--- config.mk ---
export PLATFORM = sky130hd
export DESIGN_NAME = xm_fetch_unit_flat
export DESIGN_NICKNAME = d
export VERILOG_FILES = /design/src/rtl/xm_fetch_unit_if.sv /design/src/rtl/xm_fetch_unit.sv /design/src/flat_wrapper.sv
export SDC_FILE = /design/constraint.sdc
export NUM_CORES = 1
export LEC_CHECK = 0
export BUFFER_PORTS_ARGS = -buffer_cell sky130_fd_sc_hd__buf_2
export CAP_MARGIN = 25
export CORE_MARGIN = 2
export CORE_UTILIZATION = 45
export CTS_BUF_LIST = sky130_fd_sc_hd__clkbuf_8
export DETAILED_ROUTE_END_ITERATION = 16
export GPL_TIMING_DRIVEN = 0
export HOLD_SLACK_MARGIN = 0.08
export PLACE_DENSITY_LB_ADDON = 0.2
export SETUP_SLACK_MARGIN = 0.15
export SYNTH_ARGS = -nofsm -noshare
export SYNTH_HDL_FRONTEND = slang
export SYNTH_SLANG_ARGS = --single-unit
--- constraint.sdc ---
create_clock -name clk_i -period 3.3 [get_ports clk_i]
set_input_delay 0.66 -clock clk_i [delete_from_list [all_inputs] [get_ports clk_i]]
set_output_delay 0.66 -clock clk_i [all_outputs]
set_load 0.01 [all_outputs]
--- src/rtl/xm_fetch_unit_if.sv ---
// Bundle of the fetch unit's memory, decoder and control-unit signals.
//   memReq_o/memAdr_o     : instruction read request and even fetch address
//   memRdy_i/memData_i    : memory accepts the request and returns data in the same cycle
//   inst_o/instValid_o    : instruction register and its unconsumed flag
//   instAck_i             : control unit consumes inst_o
//   pc_o/pcNext_o         : address of inst_o and that address + 2
//   pcLoad_i/pcVal_i      : PC redirect request and target
// Modports: master = fetch unit side, slave = memory/control side.
interface xm_fetch_unit_if #(
  parameter int unsigned WORD = 16
);
  logic            memReq_o;
  logic [WORD-1:0] memAdr_o;
  logic            memRdy_i;
  logic [WORD-1:0] memData_i;
  logic [WORD-1:0] inst_o;
  logic            instValid_o;
  logic            instAck_i;
  logic [WORD-1:0] pc_o;
  logic [WORD-1:0] pcNext_o;
  logic            pcLoad_i;
  logic [WORD-1:0] pcVal_i;

  modport master (
    output memReq_o, memAdr_o, inst_o, instValid_o, pc_o, pcNext_o,
    input  memRdy_i, memData_i, instAck_i, pcLoad_i, pcVal_i
  );

  modport slave (
    input  memReq_o, memAdr_o, inst_o, instValid_o, pc_o, pcNext_o,
    output memRdy_i, memData_i, instAck_i, pcLoad_i, pcVal_i
  );
endinterface

--- src/rtl/xm_fetch_unit.sv ---
// Instruction fetch stage of the multi-cycle XMakina core. Owns the program counter and the
// instruction register, issues 16-bit reads and hands instructions to the control unit with a
// valid/ack handshake. Accepts PC redirects (branch/link/trap) at any time.
// Ports:
//   clk_i  : clock, rising edge
//   arst_i : asynchronous active-high reset
//   bus    : xm_fetch_unit_if.master (memory request, instruction/pc outputs, ack, redirect)
// Build option: define XM_FETCH_PREFETCH_EN to add a one-entry prefetch buffer that lets
// back-to-back acks consume one instruction per cycle.
module xm_fetch_unit #(
  parameter int unsigned     WORD      = 16,
  parameter logic [WORD-1:0] RESET_VEC = '0
) (
  input  logic             clk_i,
  input  logic             arst_i,
  xm_fetch_unit_if.master  bus
);

  localparam logic [WORD-1:0] ResetAdr = {RESET_VEC[WORD-1:1], 1'b0};

  typedef enum logic [1:0] {StIdle, StFetch, StHold, StDiscard} state_e;

  state_e          state_q, state_d;
  logic [WORD-1:0] fetch_adr_q, fetch_adr_d;
  logic [WORD-1:0] redir_q, redir_d;       // target latched while an old request drains
  logic [WORD-1:0] inst_q, inst_d;
  logic [WORD-1:0] pc_q, pc_d;
  logic            valid_q, valid_d;
  logic            mem_req;
  logic [WORD-1:0] target;
  logic [WORD-1:0] adr_inc;

`ifdef XM_FETCH_PREFETCH_EN
  logic [WORD-1:0] buf_q, buf_d;
  logic [WORD-1:0] buf_pc_q, buf_pc_d;
  logic            buf_valid_q, buf_valid_d;
`endif

  assign target  = bus.pcVal_i & ~WORD'(1);
  assign adr_inc = fetch_adr_q + WORD'(2);

  // Request decoded from state and registers only; no input feeds it.
  always_comb begin
    mem_req = 1'b0;
    unique case (state_q)
      StFetch, StDiscard: mem_req = 1'b1;
`ifdef XM_FETCH_PREFETCH_EN
      StHold:             mem_req = ~buf_valid_q;
`endif
      default:            mem_req = 1'b0;
    endcase
  end

  always_comb begin
    state_d     = state_q;
    fetch_adr_d = fetch_adr_q;
    redir_d     = redir_q;
    inst_d      = inst_q;
    pc_d        = pc_q;
    valid_d     = valid_q;
`ifdef XM_FETCH_PREFETCH_EN
    buf_d       = buf_q;
    buf_pc_d    = buf_pc_q;
    buf_valid_d = buf_valid_q;
`endif

    unique case (state_q)
      StIdle: begin
        if (bus.pcLoad_i) fetch_adr_d = target;
        state_d = StFetch;
      end

      StFetch: begin
        if (bus.pcLoad_i) begin
          valid_d = 1'b0;
          if (bus.memRdy_i) begin
            fetch_adr_d = target;      // returned word is dropped
          end else begin
            redir_d = target;          // request cannot be withdrawn
            state_d = StDiscard;
          end
        end else if (bus.memRdy_i) begin
          inst_d      = bus.memData_i;
          pc_d        = fetch_adr_q;
          fetch_adr_d = adr_inc;
          valid_d     = 1'b1;
          state_d     = StHold;
        end
      end

      StHold: begin
`ifdef XM_FETCH_PREFETCH_EN
        if (bus.pcLoad_i) begin
          valid_d     = 1'b0;
          buf_valid_d = 1'b0;
          if (mem_req && !bus.memRdy_i) begin
            redir_d = target;
            state_d = StDiscard;
          end else begin
            fetch_adr_d = target;
            state_d     = StFetch;
          end
        end else if (bus.instAck_i) begin
          if (buf_valid_q) begin
            inst_d      = buf_q;
            pc_d        = buf_pc_q;
            buf_valid_d = 1'b0;
          end else if (mem_req && bus.memRdy_i) begin
            // Word arriving with the ack bypasses the buffer straight into the IR.
            inst_d      = bus.memData_i;
            pc_d        = fetch_adr_q;
            fetch_adr_d = adr_inc;
          end else begin
            valid_d = 1'b0;
            state_d = StFetch;         // keeps the same request going
          end
        end else if (mem_req && bus.memRdy_i) begin
          buf_d       = bus.memData_i;
          buf_pc_d    = fetch_adr_q;
          fetch_adr_d = adr_inc;
          buf_valid_d = 1'b1;
        end
`else
        if (bus.pcLoad_i) begin
          valid_d     = 1'b0;
          fetch_adr_d = target;
          state_d     = StFetch;
        end else if (bus.instAck_i) begin
          valid_d = 1'b0;
          state_d = StFetch;
        end
`endif
      end

      StDiscard: begin
        if (bus.memRdy_i) begin
          fetch_adr_d = bus.pcLoad_i ? target : redir_q;
          state_d     = StFetch;
        end else if (bus.pcLoad_i) begin
          redir_d = target;
        end
      end

      default: state_d = StIdle;
    endcase
  end

  always_ff @(posedge clk_i or posedge arst_i) begin
    if (arst_i) begin
      state_q     <= StIdle;
      fetch_adr_q <= ResetAdr;
      redir_q     <= ResetAdr;
      inst_q      <= '0;
      pc_q        <= ResetAdr;
      valid_q     <= 1'b0;
    end else begin
      state_q     <= state_d;
      fetch_adr_q <= fetch_adr_d;
      redir_q     <= redir_d;
      inst_q      <= inst_d;
      pc_q        <= pc_d;
      valid_q     <= valid_d;
    end
  end

`ifdef XM_FETCH_PREFETCH_EN
  always_ff @(posedge clk_i or posedge arst_i) begin
    if (arst_i) begin
      buf_q       <= '0;
      buf_pc_q    <= '0;
      buf_valid_q <= 1'b0;
    end else begin
      buf_q       <= buf_d;
      buf_pc_q    <= buf_pc_d;
      buf_valid_q <= buf_valid_d;
    end
  end
`endif

  assign bus.memReq_o    = mem_req;
  assign bus.memAdr_o    = fetch_adr_q;
  assign bus.inst_o      = inst_q;
  assign bus.instValid_o = valid_q;
  assign bus.pc_o        = pc_q;
  assign bus.pcNext_o    = pc_q + WORD'(2);

endmodule

--- src/flat_wrapper.sv ---
// flat-port wrapper written by rule: the top's interface ports become plain ports
module xm_fetch_unit_flat 
#(
  parameter int unsigned     WORD      = 16,
  parameter logic [WORD-1:0] RESET_VEC = '0
)
  (clk_i, arst_i, bus_memReq_o, bus_memAdr_o, bus_inst_o, bus_instValid_o, bus_pc_o, bus_pcNext_o, bus_memRdy_i, bus_memData_i, bus_instAck_i, bus_pcLoad_i, bus_pcVal_i);
  xm_fetch_unit_if #(.WORD(WORD)) bus_i ();
  input  logic clk_i;
  input  logic arst_i;
  output wire logic [$bits(bus_i.memReq_o)-1:0] bus_memReq_o;
  output wire logic [$bits(bus_i.memAdr_o)-1:0] bus_memAdr_o;
  output wire logic [$bits(bus_i.inst_o)-1:0] bus_inst_o;
  output wire logic [$bits(bus_i.instValid_o)-1:0] bus_instValid_o;
  output wire logic [$bits(bus_i.pc_o)-1:0] bus_pc_o;
  output wire logic [$bits(bus_i.pcNext_o)-1:0] bus_pcNext_o;
  input wire logic [$bits(bus_i.memRdy_i)-1:0] bus_memRdy_i;
  input wire logic [$bits(bus_i.memData_i)-1:0] bus_memData_i;
  input wire logic [$bits(bus_i.instAck_i)-1:0] bus_instAck_i;
  input wire logic [$bits(bus_i.pcLoad_i)-1:0] bus_pcLoad_i;
  input wire logic [$bits(bus_i.pcVal_i)-1:0] bus_pcVal_i;
  assign bus_memReq_o = bus_i.memReq_o;
  assign bus_memAdr_o = bus_i.memAdr_o;
  assign bus_inst_o = bus_i.inst_o;
  assign bus_instValid_o = bus_i.instValid_o;
  assign bus_pc_o = bus_i.pc_o;
  assign bus_pcNext_o = bus_i.pcNext_o;
  assign bus_i.memRdy_i = bus_memRdy_i;
  assign bus_i.memData_i = bus_memData_i;
  assign bus_i.instAck_i = bus_instAck_i;
  assign bus_i.pcLoad_i = bus_pcLoad_i;
  assign bus_i.pcVal_i = bus_pcVal_i;
  xm_fetch_unit #(.WORD(WORD), .RESET_VEC(RESET_VEC)) u_core (.clk_i(clk_i), .arst_i(arst_i), .bus(bus_i));
endmodule
# Word level (Yosys, flattened, before mapping)
# Index checks and enable logic that the tools add are counted.
# Widths: inputs -> output; s select.
dict set report totals {
  input_bits 37
  out_inout_bits 66
  reg_bits 67
  wordCells 55
}
dict set report op_classes {
  add_sub_neg 2
  n_eq_ne 12
  n_reduce_logical 10
  mux 24
  bitwise_logic 1
}
# op n
set ops {}
lappend ops {{$mux 16} 9}
lappend ops {{$pmux 16 s3} 1}
lappend ops {{$add 16x2->16 const B} 2}
lappend ops {{$pmux 16 s2} 1}
lappend ops {{$mux 2} 6}
lappend ops {{$ne 2x2->1 const B} 5}
lappend ops {{$ne 3x3->1 const B} 3}
lappend ops {{$reduce_and 3->1} 3}
lappend ops {{$pmux 2 s4} 1}
lappend ops {{$reduce_and 4->1} 2}
lappend ops {{$mux 1} 5}
lappend ops {{$eq 2x2->1 const B} 2}
lappend ops {{$reduce_bool 2->1} 2}
lappend ops {{$reduce_or 2->1} 2}
lappend ops {{$eq 2x1->1 const B} 1}
lappend ops {{$logic_not 2->1} 1}
lappend ops {{$ne 2x1->1 const B} 1}
lappend ops {{$pmux 1 s2} 1}
lappend ops {{$not 1->1} 1}

# Logic depth before layout (Yosys ltp)
dict set report logic_depth {
  word_depth 4
  depth_mapped 7
}

# Least setup slack after synthesis
# OpenSTA, ideal clock, no wires.
dict set report synth_timing {
  path_type {reg-to-output}
  start {register u_core.pc_q[1] (netlist: u_core.bus.pc_o[1])}
  end {output port bus_pcNext_o[11]}
  t_required_ns 2.640
  path_slack_ns 1.317
  path_buffers 0
  stages_incl_launch_ff 6
  t_arrival_ns 1.323
  cell_sequence {dfrtp_1 -> ha_1 -> nand3_1 -> nor2_1 -> nand4_1 -> xnor2_1}
}
dict set report synth_between {
  elab_chain_cells 1
}
# element line
set synth_rtl {}
lappend synth_rtl {{from (decl)} xm_fetch_unit.sv:27} ;# logic [WORD-1:0] pc_q, pc_d;
lappend synth_rtl {{from (signal assigned)} xm_fetch_unit.sv:154} ;# pc_q <= ResetAdr;
lappend synth_rtl {{from (signal assigned)} xm_fetch_unit.sv:161} ;# pc_q <= pc_d;
lappend synth_rtl {{$add 16x2->16} xm_fetch_unit.sv:185} ;# assign bus.pcNext_o = pc_q + WORD'(2);
lappend synth_rtl {{to (decl)} flat_wrapper.sv:16} ;# output wire logic [$bits(bus_i.pcNext_o)-1:0] bus_pcNext_o;
# No other way between the ends.

# Worst setup path in the final report
dict set report layout_timing {
  start {register u_core.pc_q[2] (netlist: u_core.bus.pc_o[2])}
  end {output port bus_pcNext_o[11]}
}
# The elaborated chain is that of the path after synthesis.

==> flow_summary_export.csv <==
group,metric,value,unit
die,die_w,90.8,um
clocking,cts-resized-gates,0,
cells_and_area,area_growth_syn_to_layout,26.0,%
global_routing,grt_max_degree,68,
clocking,clock_latency_of_the_later_clocked_register_in_the_worst_skew_pair,0.33,ns
pwr,power_density,731,nW/um^2
detailed_routing,drt-total-wl,8130,um
worst_setup_path,cp.required,2.64,ns
sta,max_freq,398,MHz
pwr,seqPwrFrac,40.7,%
clocking,cts.hold.buffers_added,0,
detailed_routing,num_vias,2788,
detailed_routing,avgRoutedWirePerCell,15.3,um
min_path,hold_path_class,"reg -> reg",
synth,top_flip_flop_cell_by_instance_count_after_synthesis,"dfrtp_1",
synth,synth_warnings,0,
placed_design,dpl.hpwl,5950,um
clocking,htree_levels,3,
sta,timing.setup.tns,0,ns
pwr,p_clk_share,27.0,%
clocking,cts_buffer_depth,2,
worst_setup_path,setup.reg_to_reg.worst_slack,1.48,ns
detailed_routing,dr.first_iter.drc_count,139,
detailed_routing,drt_first_pass_iters,4,
sta,report.final.setup_viol,0,
detailed_routing,drtAntennaViolNets,0,
global_routing,grt_pass1_wl,13300,um
pwr,cell_internal_pwr,2060,uW
run,drv.max_cap_violation_count,0,
global_routing,track_usage,20.1,%
sta,maxSlewHeadroom,45.3,%
worst_setup_path,end_kind,"output pin",
cells_and_area,most_common_cell_after_layout_fill_and_taps_aside,"buf_2",
pwr,vdd_drop_max,274,uV
synth,post_synth_inst_count,315,
pwr,power_leakage,0.00203,uW
placed_design,port_buffers,101,
synth,synth-async-reset-ratio,100,%
outcome,status,"complete, no violations",
synth,synth.lib_cells_used.distinct,49,
cells_and_area,final_cell_mix,"buf_2, dfrtp_1, nand2_1, mux2_2, o21ai_0",
die,die-area,8250,sq um
cells_and_area,count_of_inserted_antenna_diode_cells,0,
die,ios,103,
pwr,switching_share,33.9,%
worst_setup_path,worst_ep_arrival_time,1.85,ns
clocking,cts_tree,"yes",
cells_and_area,layout.nets,466,
cells_and_area,drive_gt1_share,41.2,%
placed_design,routabilityCongestion,0.813,
worst_setup_path,critPathLaunchType,"flop",
detailed_routing,topRoutingLayerUsed,"met4",
cells_and_area,final_cell_count_no_fill,531,
min_path,worstHoldStart,"u_core.redir_q[13]",
clocking,tritoncts_num_sinks,67,
synth,postSynthAreaPerCell,10.8,sq um
synth,synth-edff-count,0,
die,die-height,90.8,um
synth,ys_seq_area_share,49.4,%
pwr,p_sw,1060,uW
detailed_routing,met3_length,400,um
sta,final-hold-violation-count,0,
detailed_routing,post-route-drc-count,0,
synth,post_syn_area,3390,sq um
worst_setup_path,startpoint,"u_core.bus.pc_o[2]",
global_routing,grt_antenna_before_repair,0,
detailed_routing,detail_route.wirelength.met1,3760,um
clocking,numCtsBuffers,9,
sta,period_needed,2.51,ns
detailed_routing,route.met2.wl,3900,um
sta,max_slew.worst_pin.slew,0.820,ns
die,floorplan.initialDensity,46.5,%
clocking,clock-root-buffer,"clkbuf_8",
synth,synthesis_stage_register_bit_count,67,
die,core_region_area,7290,sq um
sta,finalCritPeriodShare,76.2,%
worst_setup_path,cp_max_fanout,4,
global_routing,overflow,0,
sta,rsz0062_at_grt,"no",
global_routing,first_global_vias,2635,
placed_design,dpl.cell_count,515,
clocking,cts.reportedPaths.clkPinSlew,0.07,ns
sta,finalClockSkew,0.0137,ns
pwr,combPwrFrac,32.3,%
worst_setup_path,path_class,"reg -> out",
die,core.rowCount,31,
sta,final_max_slew_viol_count,0,
detailed_routing,via_per_inst,5.25,
clocking,post_cts_setup_repair_buffer_count,0,
synth,synth.net_count,354,
worst_setup_path,rr_startpoint,"u_core.bus.memAdr_o[1]",
==> cell usage after synthesis, types with 2 or more instances <==
cell / instances / area share (%)
buf_2: 11 / 1.6
nand4_1: 4 / 0.74
clkbuf_1: 3 / 0.33
nor2b_1: 2 / 0.37
nor3b_1: 2 / 0.44
o22a_1: 2 / 0.52
dfrtp_1: 67 / 49
a32oi_1: 4 / 1.0
xnor2_1: 10 / 2.6
a31o_2: 2 / 0.52
nand2_1: 42 / 4.6
buf_6: 5 / 1.7
a21o_1: 2 / 0.44
mux2_4: 3 / 1.3
a2bb2oi_1: 3 / 0.77
o2bb2a_1: 2 / 0.59
a21oi_1: 10 / 1.5
o211ai_1: 5 / 1.1
nor3_1: 2 / 0.29
inv_1: 15 / 1.7
xor2_1: 3 / 0.77
and2_1: 3 / 0.55
buf_4: 3 / 0.66
mux2_2: 31 / 10
mux2_1: 2 / 0.66
nand3_1: 7 / 1.0
a31oi_1: 5 / 0.92
o21ai_0: 20 / 2.9
o221a_2: 2 / 0.66
ha_1: 2 / 0.74
a32o_1: 6 / 1.8
and4_1: 4 / 1.0
and3_1: 5 / 0.92
nor2_1: 5 / 0.55
o21a_1: 7 / 1.5
==> per-layer routing <==
metal	global-route usage, %	up-vias
met5	0	-
met4	6.06	0
met3	3.34	4
met2	32.7	75
met1	27.7	1352
li1	-	1357
==> state kept, by name, summed over array words and instances, names as in the netlist <==
name / flops
u_core.state_q: 2
u_core.bus.instValid_o: 1
u_core.bus.memAdr_o: 16
u_core.bus.inst_o: 16
u_core.redir_q: 16
u_core.bus.pc_o: 16
==> cell families (layout without fill, tap and decap cells) <==
group / after synthesis / after routing / share of synthesized area [%]
compound gates: 77 / 77 / 16.3
fa+ha+maj: 2 / 2 / 0.737
flops: 67 / 67 / 49.4
xor+xnor: 13 / 13 / 3.36
mux: 37 / 37 / 12.6
simple gates: 81 / 81 / 11.6
buf+inv: 38 / 155 / 6.05
==> layout make-up <==
type	count	area [sq um]
well taps	99	124
fillers	675	3020
plain buffers	22	145
clock inverters	6	111
inverters	16	62.6
repair buffers	101	505
clock buffers	10	138
flip-flops and latches	67	1680
multi-input cells	210	1510
==> path summary, 6_finish.rpt <==
| check | to | depth (start not counted) |
|---|---|---|
| worst max register to register | u_core.bus.memAdr_o[9] | 7 |
| worst min register to register | u_core.redir_q[13] | 2 |
| worst max-delay path | bus_pcNext_o[11] | 6 |
| min in group asynchronous | u_core.bus.pc_o[0] | 2 |
| worst min-delay path | u_core.redir_q[13] | 2 |
| max in group asynchronous | u_core.bus.pc_o[14] | 2 |
==> critical path, cell delays in order, from the launching register on <==
cell	delay (ns)
dfrtp_1	0.42
ha_1	0.22
nand3_1	0.18
nor2_1	0.28
nand4_1	0.15
xnor2_1	0.14
buf_2	0.14
==> power groups by stage <==
stage / logic, uW / clock network (uW) / registers [uW]
after floorplan: 524 / 0 / 1330
after global placement: 993 / 0 / 1270
after detailed placement: 1020 / 0 / 1290
after CTS: 1020 / 862 / 1270
after global routing: 1100 / 902 / 1310
final: 1010 / 844 / 1270
==> per-stage QoR <==
stage,cell area [sq um],worst slack [ns],hold WS [ns],total power (uW),util [%]
after floorplan,3390,0.957,0.450,1860,-
after global placement,4020,0.0826,0.464,2260,55.2
after detailed placement,4030,1.13,0.476,2310,55.2
after CTS,4270,0.758,0.493,3150,58.6
after global routing,4270,0.630,0.510,3310,58.6
final,4270,0.786,0.491,3130,58.6
(Power assumes the default switching activity.)
